==> src/rtl/dpu_pio_arbiter.sv <==
// rtl/dpu_pio_arbiter.sv - round-robin arbiter sharing the dpu_top PIO command port
module dpu_pio_arbiter #(
  parameter int N_REQ       = 2,
  parameter int ADDR_BITS   = 24,
  parameter int TIMEOUT_CYC = 1024
) (
  input  logic                       clk,
  input  logic                       rst_n,
  input  logic [N_REQ-1:0]           req_cmd_valid,
  output logic [N_REQ-1:0]           req_cmd_ready,
  input  logic [3*N_REQ-1:0]         req_cmd_type,
  input  logic [ADDR_BITS*N_REQ-1:0] req_cmd_addr,
  input  logic [8*N_REQ-1:0]         req_cmd_data,
  input  logic [N_REQ-1:0]           req_lock,
  output logic [N_REQ-1:0]           req_rsp_valid,
  output logic [7:0]                 req_rsp_data,
  output logic                       cmd_valid,
  output logic [2:0]                 cmd_type,
  output logic [ADDR_BITS-1:0]       cmd_addr,
  output logic [7:0]                 cmd_data,
  input  logic                       cmd_ready,
  input  logic                       rsp_valid,
  input  logic [7:0]                 rsp_data,
  output logic [$clog2(N_REQ)-1:0]   grant_id,
  output logic                       busy,
  output logic                       err_timeout,
  output logic                       err_spurious,
  input  logic                       err_clear
);

  localparam int GW = $clog2(N_REQ);
  localparam int TW = $clog2(TIMEOUT_CYC);
  localparam logic [2:0] TYPE_READ = 3'd2;

  typedef enum logic [2:0] {
    IDLE,
    ISSUE,
    WAIT_RSP,
    TMO,
    GAP
  } state_t;

  state_t           state;
  logic [GW-1:0]    rr_ptr;
  logic [GW-1:0]    lock_owner;
  logic             lock_active;
  logic [TW-1:0]    tmo_cnt;

  logic             lock_keep;
  logic [N_REQ-1:0] eligible;
  logic             win_found;
  logic [GW-1:0]    win_idx;
  logic [GW-1:0]    cand;

  // A lock only masks other requesters while its owner still holds req_lock
  assign lock_keep = lock_active && req_lock[lock_owner];

  assign busy = (state != IDLE);

  // Eligible set and round-robin winner, searching upward from rr_ptr+1 with wrap
  always_comb begin
    eligible  = req_cmd_valid;
    if (lock_keep) begin
      eligible = req_cmd_valid & (N_REQ'(1) << lock_owner);
    end
    win_found = 1'b0;
    win_idx   = '0;
    cand      = '0;
    // descending so the nearest candidate after rr_ptr is assigned last
    for (int k = N_REQ; k >= 1; k--) begin
      cand = GW'((int'(rr_ptr) + k) % N_REQ);
      if (eligible[cand]) begin
        win_found = 1'b1;
        win_idx   = cand;
      end
    end
  end

  // Accept and response routing to the current owner; only the owner ever sees a pulse
  always_comb begin
    req_cmd_ready = '0;
    req_rsp_valid = '0;
    req_rsp_data  = rsp_data;
    if (state == ISSUE) begin
      req_cmd_ready[grant_id] = cmd_ready;
    end
    if (state == WAIT_RSP) begin
      req_rsp_valid[grant_id] = rsp_valid;
    end
    if (state == TMO) begin
      req_rsp_valid[grant_id] = 1'b1;
      req_rsp_data            = 8'hEE;
    end
  end

  // Arbitration FSM with registered command, lock, watchdog and sticky error flags
  always_ff @(posedge clk) begin
    if (!rst_n) begin
      state        <= IDLE;
      cmd_valid    <= 1'b0;
      cmd_type     <= '0;
      cmd_addr     <= '0;
      cmd_data     <= '0;
      grant_id     <= '0;
      rr_ptr       <= GW'(N_REQ - 1);
      lock_active  <= 1'b0;
      lock_owner   <= '0;
      tmo_cnt      <= '0;
      err_timeout  <= 1'b0;
      err_spurious <= 1'b0;
    end else begin
      // a response can only belong to an outstanding read; anything else is dropped
      err_spurious <= (rsp_valid && (state != WAIT_RSP)) || (err_spurious && !err_clear);
      err_timeout  <= (state == TMO) || (err_timeout && !err_clear);

      case (state)
        IDLE: begin
          if (lock_active && !req_lock[lock_owner]) begin
            lock_active <= 1'b0;
          end
          if (win_found) begin
            cmd_valid <= 1'b1;
            cmd_type  <= req_cmd_type[3*int'(win_idx) +: 3];
            cmd_addr  <= req_cmd_addr[ADDR_BITS*int'(win_idx) +: ADDR_BITS];
            cmd_data  <= req_cmd_data[8*int'(win_idx) +: 8];
            grant_id  <= win_idx;
            rr_ptr    <= win_idx;
            state     <= ISSUE;
          end
        end

        ISSUE: begin
          if (cmd_ready) begin
            cmd_valid   <= 1'b0;
            lock_active <= req_lock[grant_id];
            lock_owner  <= grant_id;
            tmo_cnt     <= '0;
            state       <= (cmd_type == TYPE_READ) ? WAIT_RSP : GAP;
          end
        end

        WAIT_RSP: begin
          // a response arriving on the last watchdog cycle still counts
          if (rsp_valid) begin
            state <= GAP;
          end else if (tmo_cnt == TW'(TIMEOUT_CYC - 1)) begin
            state <= TMO;
          end else begin
            tmo_cnt <= tmo_cnt + 1'b1;
          end
        end

        TMO: begin
          state <= GAP;
        end

        // one dead cycle so a requester's registered valid can drop before resampling
        GAP: begin
          state <= IDLE;
        end

        default: begin
          state <= IDLE;
        end
      endcase
    end
  end

endmodule
==> config.mk <==
export PLATFORM = sky130hd
export DESIGN_NAME = dpu_pio_arbiter
export DESIGN_NICKNAME = d
export VERILOG_FILES = /design/src/rtl/dpu_pio_arbiter.sv
export SDC_FILE = /design/constraint.sdc
export NUM_CORES = 1
export LEC_CHECK = 0
export CAP_MARGIN = 30
export CORE_MARGIN = 2
export CORE_UTILIZATION = 62
export CTS_CLUSTER_SIZE = 10
export DETAILED_ROUTE_END_ITERATION = 10
export DONT_BUFFER_PORTS = 1
export HOLD_SLACK_MARGIN = 0.05
export PLACE_DENSITY_LB_ADDON = 0.05
export SYNTH_ARGS = -nofsm -noshare
export SYNTH_HDL_FRONTEND = slang
export SYNTH_SLANG_ARGS = --single-unit
==> constraint.sdc <==
create_clock -name clk -period 1.8 [get_ports clk]
set_input_delay 0.09 -clock clk [delete_from_list [all_inputs] [get_ports clk]]
set_output_delay 0.09 -clock clk [all_outputs]
set_load 0.05 [all_outputs]
==> impl_metrics.tcl, run 1 <==
set metrics [dict create \
    die_x_microns 69.3 \
    syn-num-nets 426 \
    cts-buffers-inserted 5 \
    num_rows 23 \
    post_cts_resized 0 \
    root_buffer "clkbuf_8" \
    outcome "stopped before the end" \
    failed_stage "global routing (5_1_grt)" \
    port-buffer-count 0 \
    endpoint_type "register data pin" \
    yosys.area.top_type "dfxtp_1" \
    synthDistinctLibCells 48 \
    ios 139 \
    avgSynthCellArea_sq_um 7.83 \
    yosys.area.top_type_share 0.416 \
    place_ws_ps 27.0 \
    synth-seq-cells 55 \
    firstError "[ERROR DPL-0038] Utilization greater than 100%, impossible to legalize" \
    dpl.hpwl_microns 4670 \
    synthCells 338 \
    die_y_microns 69.3 \
    ys_seq_area_frac 0.416 \
    yosysWarnings 0 \
    synth_area_leaders "dfxtp_1, nand2_1, a31oi_1, o21ai_0, nand2b_1" \
    place_congestion 0.890 \
    cts_buffer_depth 2 \
    grt_start_max_net_pins 55 \
    start_util 0.652 \
    netlist_area_sq_mm 0.00265 \
    htree_levels 2 \
    worst_endpoint "cmd_addr[6]$_SDFFE_PN0P_/D" \
    cts_num_sinks 55 \
    cts_setup_buffers 0 \
]
## repair_timing
action,4_1_cts
hold endpoints to repair,44
hold buffers,80
pin swaps,1
endpoints found under the setup margin,1
## through the flow
stage	util	instances	hold slack (ps)	cell area [sq um]
4_1_cts	0.969	506	51.3	3930
3_5_place_dp	0.750	419	178	3040
3_3_place_gp	0.750	419	172	3040
2_1_floorplan	-	338	234	2650
## logic make-up after synthesis
family	synth area share
compound gates	0.251
buf+inv	0.0496
flops	0.416
mux	0.0151
simple gates	0.264
fa+ha+maj	0.00473
## synthesized netlist by cell type, drive strengths merged
library cell	number
o31ai	2
or4b	1
o21ai	43
clkinv	1
a22oi	2
nand2b	9
and3	2
nand4b	1
and2	3
mux2i	4
nor3	4
o211a	2
nor4	1
o221ai	1
nor4bb	1
a211oi	2
o31a	1
and4b	1
buf	12
and4	1
ha	1
o2111a	1
nor4b	1
a31oi	35
nor2	11
nand4bb	2
or2	1
o41ai	1
a21oi	10
nor2b	1
nand4	2
o211ai	4
dfxtp	55
o221a	1
nand2	85
o2111ai	1
clkbuf	12
nor3b	1
nand3	6
a2111oi	1
inv	4
or3	4
or4	3
nand3b	1
==> run 2: changes to the inputs <==
Settings changed: CORE_UTILIZATION 62 to 40, CTS_CLUSTER_SIZE 10 to unset, HOLD_SLACK_MARGIN 0.05 to unset, PLACE_DENSITY_LB_ADDON 0.05 to 0.15.
==> run 2 against run 1 <==
  * The flow now finishes without violations
  * Synthesized cell count unchanged
  * Area after synthesis unchanged
==> impl_metrics.tcl, run 2 <==
set metrics [dict create \
    worst-setup-path-type "flop to flop" \
    die_x_microns 85.4 \
    cts_num_sinks 55 \
    cts-buffers-inserted 5 \
    synthDistinctLibCells 48 \
    antenna_found_initial 0 \
    drc 0 \
    grt_util_all_layers 0.224 \
    grt_start_max_net_pins 53 \
    power.density_mw_per_mm2 913 \
    yosys.area.top_type "dfxtp_1" \
    cts_buffer_depth 2 \
    clock-skew-final_ps 5.94 \
    crit_arrival_ps 1900 \
    cap_violations 0 \
    area_growth_pct 48.1 \
    routed_wl_microns 8330 \
    root_buffer "clkbuf_8" \
    place_area_sq_mm 0.00307 \
    die_y_microns 85.4 \
    synth_edf_count 0 \
    overflow 0 \
    cts_setup_buffers 0 \
    crit_start "state[2]" \
    p_sw_frac 0.405 \
    min-delay-start "req_lock[0]" \
    hold_violations 0 \
    finalSetupViolations 0 \
    yosys.area.top_type_share 0.416 \
    clock_latency_ps 300 \
    grt_pass1_vias 2898 \
    dpl.hpwl_microns 4950 \
    synth_mux_area_frac 0.0151 \
    num_vias 2957 \
    dr.pass1.iters 4 \
    slew_violations 0 \
    avgRoutedWirePerCell_microns 15.8 \
    outcome "complete, no violations" \
    crit_fanout 10 \
    cts_tree "done" \
    dp.cells 443 \
    synth-xor-area-share 0 \
    first_iter_violations 192 \
    seq_power_share 0.424 \
    place_ws_ps 72.1 \
    yosysWarnings 0 \
    synth_top_family_by_area "simple AND/OR/NAND/NOR gates" \
    synthCells 338 \
    synth_commonest_cells "nand2_1, dfxtp_1, a31oi_1, o21ai_0, clkbuf_1" \
    num_rows 29 \
    grt_pass1_wl_microns 13300 \
    cp-start-kind "flop" \
    synth-simple-area-share 0.264 \
    drt.antenna.violating_nets 0 \
    ios 139 \
    intPower_mw 2.13 \
    place_congestion 0.861 \
    fin_nets 536 \
    final_cell_mix "nand2_1, dlygate4sd3_1, dfxtp_1, buf_4" \
    port-buffer-count 0 \
    fin_ws_ps 101 \
    min_period_ps 1700 \
    synthArstFlopShare 0 \
    synth_ff_type "dfxtp_1" \
    stdcell_count 526 \
    design_area_sq_mm 0.00392 \
    p_clk_frac 0.185 \
    clk_pin_slew_ps 90 \
    n_antenna_cell 0 \
    reg_top3 "cmd_addr x24, tmo_cnt x10, cmd_data x8" \
    synth_compound_area_frac 0.251 \
    synthAdderAreaFrac 0.00473 \
    htree_levels 2 \
    synth_most_common_cell "nand2_1" \
    tightest_slew_ps 531 \
    start_util 0.415 \
    syn-num-nets 426 \
    p_leak_nw 1.60 \
    comb_power_share 0.391 \
    synth-seq-cells 55 \
    period_share 0.944 \
    end_kind "flop" \
    coreArea_sq_mm 0.00639 \
    crit_chain "nor4bb_1, buf_4, nor2_4, or4b_1, mux2i_1" \
    irDropWorstVdd_v 0.000558 \
    avgSynthCellArea_sq_um 7.83 \
    mostFrequentLayoutCell "nand2_1" \
    nFillCells 547 \
    holdCritPathClass "input pin to flop" \
    regMostFlops "cmd_addr" \
    synth_area_leaders "dfxtp_1, nand2_1, a31oi_1, o21ai_0, nand2b_1" \
    largest_register_ffs 24 \
    crit_path_max_incr_delay_ps 490 \
    viasPerCell 5.62 \
    r2r-start "state[2]" \
    netlist_area_sq_mm 0.00265 \
    dieArea_sq_mm 0.00729 \
    net-switching-power_mw 1.45 \
    required_ps 2000 \
    ys_seq_area_frac 0.416 \
    max_slew_margin 0.646 \
    drive_gt1_frac 0.165 \
    critical-path-slowest-cell "or4b_1" \
    fmax_ghz 0.588 \
]
[run 2: cell counts after synthesis]
Identical to the previous run, type by type.
[run 2: final cells by class]
cell class | instances | area [sq um] | share of cell area
Timing Repair Buffer | 127 | 1190 | 0.303
Inverter | 5 | 18.8 | 0.00479
Sequential cell | 55 | 1110 | 0.282
Clock buffer | 6 | 72.6 | 0.0185
Clock inverter | 2 | 12.5 | 0.00319
Tap cell | 77 | 96.3 | 0.0246
Multi-Input combinational cell | 254 | 1430 | 0.364
[run 2: path summary, 6_finish.rpt]
| kind | end | slack (ps) | cells after the start |
|---|---|---|---|
| worst max-delay path | tmo_cnt[5] | 100 | 5 |
| worst min-delay path | lock_active | 20 | 2 |
| worst max register to register | tmo_cnt[5] | 100 | 5 |
| worst min register to register | tmo_cnt[0] | 510 | 2 |
[run 2: worst max-delay path: cells and delay by family, from the launching register on]
| family | cells | cell delay, ps |
|---|---|---|
| simple gates | 3 | 850 |
| flops | 1 | 400 |
| buf+inv | 1 | 220 |
| mux | 1 | 130 |
[run 2: metal layers]
metal,track usage,vias up,share of wire
met5,0,-,0
met3,0.0477,22,0.078
met1,0.259,1354,0.40
met2,0.401,151,0.50
li1,-,1430,-
met4,0.0866,0,0.028
[run 2: cell families after synthesis]
kind of cell | Yosys count
simple gates | 142
buf+inv | 29
compound gates | 107
fa+ha+maj | 1
mux | 4
flops | 55
[run 2: timing repair]
item | CTS | global route
resized for setup | 0 | 6
setup endpoints to repair | 5 | 16
endpoints found under the hold margin | 41 | 0
pin swaps | 0 | 1
hold buffers | 75 | 0
[run 2: stage by stage]
step / total power, mW / util / setup TNS, ps / hold WS, ps
detailed placement: 2.78 / 0.480 / 0 / 180
finish: 3.58 / 0.614 / 0 / 24.7
global route: 3.77 / 0.614 / -0.993 / 26.8
global placement: 2.77 / 0.480 / 0 / 179
CTS: 3.60 / 0.613 / -51.2 / 17.2
floorplan: 2.44 / - / 0 / 234
[run 2: power groups by stage]
| stage | logic, mW | registers, mW | clock network, mW |
|---|---|---|---|
| finish | 1.40 | 1.52 | 0.662 |
| global route | 1.49 | 1.54 | 0.739 |
| CTS | 1.39 | 1.51 | 0.702 |
| detailed placement | 1.24 | 1.54 | 0 |
| global placement | 1.23 | 1.54 | 0 |
| floorplan | 0.491 | 1.95 | 0 |
(Power assumes the default switching activity.)
